[src/rtl/div_writeback.sv]
// ============================================================================
//  Module      : div_writeback
//  Description : Divider result capture FIFO and two-beat writeback over the
//                shared datapath bus (quotient -> LO, remainder -> HI), with
//                a sticky divide-by-zero status bit.
//  Revision    : 1.0 - initial release
// ============================================================================
`default_nettype none

module div_writeback #(
  parameter int DEPTH = 2,
  parameter int W     = 32
) (
  input  logic         clk,
  input  logic         clr_n,
  input  logic         res_valid,
  output logic         res_ready,
  input  logic [W-1:0] quotient,
  input  logic [W-1:0] remainder,
  input  logic         div_by_zero,
  output logic         bus_req,
  input  logic         bus_grant,
  output logic [W-1:0] bus_data,
  output logic         lo_we,
  output logic         hi_we,
  output logic         dz_sticky,
  input  logic         dz_clr,
  output logic         busy
);

  localparam int AW = (DEPTH > 1) ? $clog2(DEPTH) : 1;
  localparam int PW = AW + 1;

  typedef enum logic [1:0] {
    IDLE  = 2'd0,
    REQ   = 2'd1,
    WR_LO = 2'd2,
    WR_HI = 2'd3
  } state_t;

  state_t state;

  // FIFO storage and pointers; pointers carry one extra wrap bit
  logic [W-1:0]     q_mem [DEPTH];
  logic [W-1:0]     r_mem [DEPTH];
  logic [DEPTH-1:0] dz_mem;
  logic [PW-1:0]    wr_ptr;
  logic [PW-1:0]    rd_ptr;

  logic         full;
  logic         empty;
  logic         push;
  logic         pop;
  logic [W-1:0] head_q;
  logic [W-1:0] head_r;
  logic         head_dz;

  assign full  = (wr_ptr[PW-1] != rd_ptr[PW-1]) && (wr_ptr[AW-1:0] == rd_ptr[AW-1:0]);
  assign empty = (wr_ptr == rd_ptr);

  // Ready depends only on registered occupancy, so a pop never opens a
  // same-cycle push slot when the FIFO is full.
  assign res_ready = !full;
  assign push      = res_valid && !full;

  assign head_q  = q_mem[rd_ptr[AW-1:0]];
  assign head_r  = r_mem[rd_ptr[AW-1:0]];
  assign head_dz = dz_mem[rd_ptr[AW-1:0]];

  // Write enables follow the grant directly so a lost grant never writes
  assign lo_we = (state == WR_LO) && bus_grant;
  assign hi_we = (state == WR_HI) && bus_grant;
  assign pop   = hi_we;

  assign busy = !empty || (state != IDLE);

  // Result storage; contents need no reset since pointers gate visibility
  always_ff @(posedge clk) begin
    if (push) begin
      q_mem[wr_ptr[AW-1:0]]  <= quotient;
      r_mem[wr_ptr[AW-1:0]]  <= remainder;
      dz_mem[wr_ptr[AW-1:0]] <= div_by_zero;
    end
  end

  // FIFO pointer update
  always_ff @(posedge clk or negedge clr_n) begin
    if (!clr_n) begin
      wr_ptr <= '0;
      rd_ptr <= '0;
    end else begin
      if (push) wr_ptr <= wr_ptr + 1'b1;
      if (pop)  rd_ptr <= rd_ptr + 1'b1;
    end
  end

  // Writeback sequencer; bus_data is loaded on entry to each write state so
  // it is held steady through any grant stall.
  always_ff @(posedge clk or negedge clr_n) begin
    if (!clr_n) begin
      state    <= IDLE;
      bus_req  <= 1'b0;
      bus_data <= '0;
    end else begin
      case (state)
        IDLE: begin
          if (!empty) begin
            state   <= REQ;
            bus_req <= 1'b1;
          end
        end
        REQ: begin
          if (bus_grant) begin
            state    <= WR_LO;
            bus_data <= head_dz ? {W{1'b1}} : head_q;
          end
        end
        WR_LO: begin
          if (bus_grant) begin
            state    <= WR_HI;
            bus_data <= head_r;
          end
        end
        WR_HI: begin
          if (bus_grant) begin
            state    <= IDLE;
            bus_req  <= 1'b0;
            bus_data <= '0;
          end
        end
        default: begin
          state    <= IDLE;
          bus_req  <= 1'b0;
          bus_data <= '0;
        end
      endcase
    end
  end

  // Sticky divide-by-zero flag; a set on the pop cycle beats a clear
  always_ff @(posedge clk or negedge clr_n) begin
    if (!clr_n) begin
      dz_sticky <= 1'b0;
    end else if (pop && head_dz) begin
      dz_sticky <= 1'b1;
    end else if (dz_clr) begin
      dz_sticky <= 1'b0;
    end
  end

endmodule

`default_nettype wire

[config.mk]
export PLATFORM = sky130hd
export DESIGN_NAME = div_writeback
export DESIGN_NICKNAME = d
export VERILOG_FILES = /design/src/rtl/div_writeback.sv
export SDC_FILE = /design/constraint.sdc
export NUM_CORES = 1
export LEC_CHECK = 0
export BUFFER_PORTS_ARGS = -buffer_cell sky130_fd_sc_hd__buf_2
export CELL_PAD_IN_SITES_DETAIL_PLACEMENT = 0
export CELL_PAD_IN_SITES_GLOBAL_PLACEMENT = 1
export CORE_MARGIN = 1.5
export CORE_UTILIZATION = 52
export CTS_BUF_LIST = sky130_fd_sc_hd__clkbuf_8
export DETAILED_ROUTE_END_ITERATION = 10
export GPL_ROUTABILITY_DRIVEN = 0
export PLACE_DENSITY = 0.83
export SLEW_MARGIN = 20
export SYNTH_ARGS = -nofsm -noshare
export SYNTH_HDL_FRONTEND = slang
export SYNTH_SLANG_ARGS = --single-unit
[constraint.sdc]
create_clock -name clk -period 9.71 [get_ports clk]
set_input_delay 0.971 -clock clk [delete_from_list [all_inputs] [get_ports clk]]
set_output_delay 0.971 -clock clk [all_outputs]
set_load 0.02 [all_outputs]
==> flow_metrics.tcl, run 1 <==
set metrics [dict create \
    status "finished, final reports clean" \
    synth_xor_area_frac 0.00521 \
    start_kind "flop" \
    clock_latency_ns 0.44 \
    ys_ff_latch 170 \
    cp_max_fo 37 \
    synth.area.top_cells "edfxtp_1 (58%), dfrtp_1 (15%), mux2_2 (11%), a31oi_1 (3.0%), nor3_1 (2.5%)" \
    cts_buffers 17 \
    crit_path_end_kind "primary output" \
    p_sw_w 0.000988 \
    pwr_density_cell_nw_per_um2 338 \
    yosysUniqueCellTypes 28 \
    first_iter_violations 199 \
    preCtsSetupSlack_ns 6.52 \
    arrival_ns 2.16 \
    overflow 0 \
    routed_wl_mm 13.4 \
    synthAdderAreaFrac 0.00930 \
    clock.fmax_mhz 320 \
    ys_warn_count 0 \
    post-synth-top-area-fraction 0.580 \
    crit_required_ns 8.74 \
    avgRoutedWirePerCell_um 18.5 \
    setup_slack_ns 6.58 \
    setup_viol 0 \
    setup.worst_path.class "flop to primary output" \
    fin_cells 723 \
    worst_slew_pin_slew_ns 0.950 \
    swShare 0.373 \
    hold_violations 0 \
    multi_input_comb_area_um2 1710 \
    grt_usage 0.206 \
    synth_compound_area_frac 0.0608 \
    seqCellArea_um2 4910 \
    synth_nets 512 \
    synth_commonest_cells "edfxtp_1 (130), mux2_2 (67), dfrtp_1 (40), nand2_1 (38)" \
    yosys.area_share.simple 0.0586 \
    syn_inst 437 \
    slew_headroom 0.366 \
    num_rows 41 \
    fp.coreArea_um2 12600 \
    leakagePower_nw 2.84 \
    hold_start "rd_ptr[1]$_DFFE_PN0P_" \
    post-place-cells 691 \
    syn_to_final_growth_pct 16.2 \
    syn-cell-area_um2 6730 \
    synthMuxAreaShare 0.114 \
    period_needed_ns 3.13 \
    synth_ff_type "edfxtp_1" \
    numClockSinks 170 \
    grt_first_pass_wirelength_mm 20.4 \
    cap_violations 0 \
    insertedDiodeCount 0 \
    finClkSkew_ns 0.0108 \
    p_clk_frac 0.188 \
    synth_top_family_by_area "multiplexers" \
    fin_setup_tns_ns 0 \
    antenna_left 0 \
    yosysTopAreaCell "edfxtp_1" \
    comb_power_share 0.386 \
    port_buffers 107 \
    cts_tree "built" \
    cts.htree.levels 4 \
    pin_count 108 \
    antenna_found_initial 0 \
    layout-drive-gt1-share 0.396 \
    clkTransAtPathRegs_ns 0.09 \
    ctsHoldBuffers 0 \
    crit_start "state[0]$_DFFE_PN0P_" \
    vdd_drop_max_mv 0.152 \
    hpwl_mm 8.00 \
    clockBufferDepth 2 \
    drcViolationCount 0 \
    rsz0062_at_grt "false" \
    syn_area_per_cell_um2 15.4 \
    hold_ws_ns 0.524 \
    synth.most_common_cell "edfxtp_1" \
    seq_area_frac_synth 0.729 \
    layout.nets 613 \
    drv_slew 0 \
    vias 3973 \
    fillCellCount 1003 \
    cts-resized-gates 0 \
    post_cts_buffers 0 \
    cts-root-buf "clkbuf_8" \
    grt_max_degree 72 \
    synthArstFlopShare 0.235 \
    dieArea_um2 13600 \
    die-height_um 117 \
    first_global_vias 3981 \
    synth_edf_count 130 \
    r2r-start "state[0]$_DFFE_PN0P_" \
    routed_via_density 5.50 \
    fin_crit_sh 0.322 \
    fin_total_pwr_w 0.00265 \
    hold_path.class "flop to flop" \
    fp.dieW_um 117 \
    p_int_w 0.00166 \
    first_pass_iters 4 \
    start_util 0.533 \
    p_seq_frac 0.427 \
]
cell families (layout without fill, tap and decap cells):
family                     count (synthesis)  in the layout
buffers and inverters                     35            149
AOI/OAI and AO/OA                         71             71
adders and majority gates                  5              5
xor gates and xnor gates                   4              4
muxes                                     68             68
and+or+nand+nor                           84             84
DFF                                      170            170
critical path, cell delays in order, from the launching register on:
cell and delay (ns):
dfrtp_1 0.42, inv_1 0.15, ha_2 0.75, and2_1 0.24
buf_2 0.17
through the flow:
stage	area, um2	utilization
floorplan	6730	-
global placement	7410	0.587
detailed placement	7410	0.588
CTS	7820	0.620
global route	7820	0.620
finish	7820	0.620
path summary, 6_finish.rpt:
kind	end	slack [ns]	cells past startpoint
max reg2reg	bus_data[5]$_DFFE_PN0P_	7.01	6
min in group asynchronous	bus_data[10]$_DFFE_PN0P_	0.67	1
max	lo_we	6.58	4
min	rd_ptr[1]$_DFFE_PN0P_	0.52	1
min reg2reg	rd_ptr[1]$_DFFE_PN0P_	0.52	1
max in group asynchronous	rd_ptr[0]$_DFFE_PN0P_	8.38	1
cell usage in the layout (no fill, tap or decap), types with 3 or more instances in the layout:
| master | n |
|---|---|
| a31oi_1 | 32 |
| buf_2 | 107 |
| buf_4 | 4 |
| clkbuf_8 | 19 |
| clkinvlp_4 | 7 |
| dfrtp_1 | 39 |
| edfxtp_1 | 130 |
| ha_1 | 4 |
| inv_1 | 6 |
| mux2_2 | 67 |
| nand2_1 | 38 |
| nand2b_1 | 3 |
| nor3_1 | 33 |
| o21ai_0 | 33 |
power groups by stage:
stage | registers, W | clock network, W | logic, W
after floorplan | 0.00122 | 0 | 0.000661
after global placement | 0.00113 | 0 | 0.000995
after detailed placement | 0.00115 | 0 | 0.00103
after CTS | 0.00113 | 0.000505 | 0.00104
after global routing | 0.00115 | 0.000536 | 0.00112
final | 0.00113 | 0.000496 | 0.00102
sequential cells by signal, indices dropped and copies added, names as in the netlist:
signal     flops
bus_data      32
rd_ptr         2
r_mem         64
q_mem         64
state          2
dz_sticky      1
dz_mem         2
bus_req        1
wr_ptr         2
area by class of cell:
class,instances,area share
Multi-Input combinational cell,232,0.218
Clock buffer,19,0.0334
Sequential cell,170,0.627
Timing Repair Buffer,111,0.0723
Tap cell,172,0.0275
Inverter,6,0.00288
Clock inverter,13,0.0184
routing by layer:
metal  part of all wire  wire length, um  track usage  vias up
li1                   -                -            -     1853
met1               0.42             5690        0.267     1988
met2               0.51             6830        0.340      118
met3              0.052              703       0.0529       14
met4              0.013              172       0.0747        0
met5                  0                0            0        -
Note: power is estimated with default switching activity, not from simulation.
==> run 2, diff against run 1 <==
- CORE_UTILIZATION: 52 -> 48
- PLACE_DENSITY: 0.83 -> 0.77
- clock period: 9.71 -> 3.1 ns (I/O delays scaled with it)
==> flow_metrics.tcl, run 2 (synthesis results as in run 1) <==
set metrics [dict create \
    finClkSkew_ns 0.00896 \
    layout-drive-gt1-share 0.398 \
    clkTransAtPathRegs_ns 0.09 \
    rsz0062_at_grt "false" \
    clock_latency_ns 0.45 \
    setup_viol 0 \
    grt_first_pass_wirelength_mm 22.1 \
    seqCellArea_um2 4910 \
    pwr_density_cell_nw_per_um2 1070 \
    start_kind "flop" \
    clockBufferDepth 2 \
    syn_to_final_growth_pct 18.5 \
    status "finished, final reports clean" \
    grt_max_degree 66 \
    arrival_ns 2.11 \
    antenna_left 0 \
    cts_tree "built" \
    first_global_vias 4208 \
    routed_wl_mm 14.2 \
    antenna_found_initial 1 \
    slew_headroom 0.469 \
    hold_ws_ns 0.0425 \
    first_pass_iters 4 \
    vias 4034 \
    crit_path_end_kind "primary output" \
    first_iter_violations 328 \
    overflow 0 \
    multi_input_comb_area_um2 1700 \
    fin_setup_tns_ns 0 \
    dieArea_um2 14700 \
    numClockSinks 170 \
    fin_crit_sh 0.782 \
    fillCellCount 1146 \
    pin_count 108 \
    layout.nets 622 \
    crit_required_ns 2.79 \
    vdd_drop_max_mv 0.466 \
    port_buffers 107 \
    num_rows 43 \
    mostFrequentLayoutCells "edfxtp_1 (130), buf_2 (106), mux2_2 (67)" \
    hold_path.class "primary input to flop" \
    clock.fmax_mhz 413 \
    cp_max_fo 27 \
    cts.htree.levels 4 \
    hpwl_mm 8.72 \
    routed_via_density 5.44 \
    grt_usage 0.204 \
    fp.coreArea_um2 13800 \
    avgRoutedWirePerCell_um 19.2 \
    period_needed_ns 2.42 \
    leakagePower_nw 2.93 \
    cap_violations 0 \
    hold_violations 0 \
    worst_slew_pin_slew_ns 0.793 \
    fp.dieW_um 121 \
    cts-root-buf "clkbuf_8" \
    cts_buffers 17 \
    die-height_um 121 \
    start_util 0.489 \
    drcViolationCount 0 \
    setup.worst_path.class "flop to primary output" \
    drv_slew 0 \
    final_common_cell "edfxtp_1" \
]
[run 2: cell count changes in the layout (fill, tap and decap cells not counted), sizes merged]
cell / delta
buf: +8
bufinv: +2
clkbuf: -2
clkinv: +6
clkinvlp: -6
diode: +1
dlygate4sd3: +1
[run 2: worst max-delay path, cell delays in order (launching register included)]
cell and delay [ns]:
dfrtp_1 0.41, inv_1 0.14, ha_2 0.38, buf_4 0.38
and2_1 0.18, buf_2 0.16
[run 2: path summary, 6_finish.rpt]
kind                                  startpoint                        to  slack [ns]  depth (start not counted)
setup / recovery            state[0]$_DFFE_PN0P_                     lo_we        0.68                          5
hold / removal                     remainder[30]    r_mem[0][30]$_DFFE_PP_        0.04                          1
setup reg to reg            state[0]$_DFFE_PN0P_   bus_data[7]$_DFFE_PN0P_        0.85                          6
hold reg to reg            rd_ptr[1]$_DFFE_PN0P_     rd_ptr[1]$_DFFE_PN0P_        0.52                          1
max in group asynchronous                  clr_n     rd_ptr[0]$_DFFE_PN0P_        2.26                          2
min in group asynchronous                  clr_n  bus_data[18]$_DFFE_PN0P_        0.40                          2
[run 2: where the power goes]
group | total, W | switching, W | internal, W
combinational | 0.00329 | 0.00202 | 0.00127
sequential | 0.00357 | 0.000316 | 0.00326
clock | 0.00169 | 0.000808 | 0.000879
total | 0.00855 | 0.00315 | 0.00541
[run 2: repair_timing]
action                                 4_1_cts  5_1_grt
hold buffers                                 0        1
buffers inserted                             0        0
gates resized for setup                      0        0
endpoints found under the hold margin        0       40
setup endpoints to repair                    0        0
[run 2: layer usage]
| metal | GRT usage | wire, um | vias up |
|---|---|---|---|
| li1 | - | - | 1866 |
| met1 | 0.259 | 6020 | 2029 |
| met2 | 0.334 | 7200 | 131 |
| met3 | 0.0602 | 885 | 8 |
| met4 | 0.0735 | 123 | 0 |
| met5 | 0 | 0 | - |
[run 2: area by class of cell]
type                    instances  area share
clock inverters                15      0.0248
well taps                     180      0.0282
multi-input cells             232       0.213
inverters                       6     0.00282
repair buffers                120      0.0857
diodes                          1    0.000314
clock buffers                  17      0.0293
flip-flops and latches        170       0.616
[run 2: through the flow]
step	worst slack [ns]	power, W	cells	utilization	instance area [um2]
final	0.677	0.00855	741	0.579	7970
after global routing	0.535	0.00906	740	0.579	7970
after CTS	0.609	0.00864	739	0.578	7960
after detailed placement	0.867	0.00695	707	0.547	7530
after global placement	0.753	0.00682	706	0.545	7500
after floorplan	0.0250	0.00588	437	-	6740
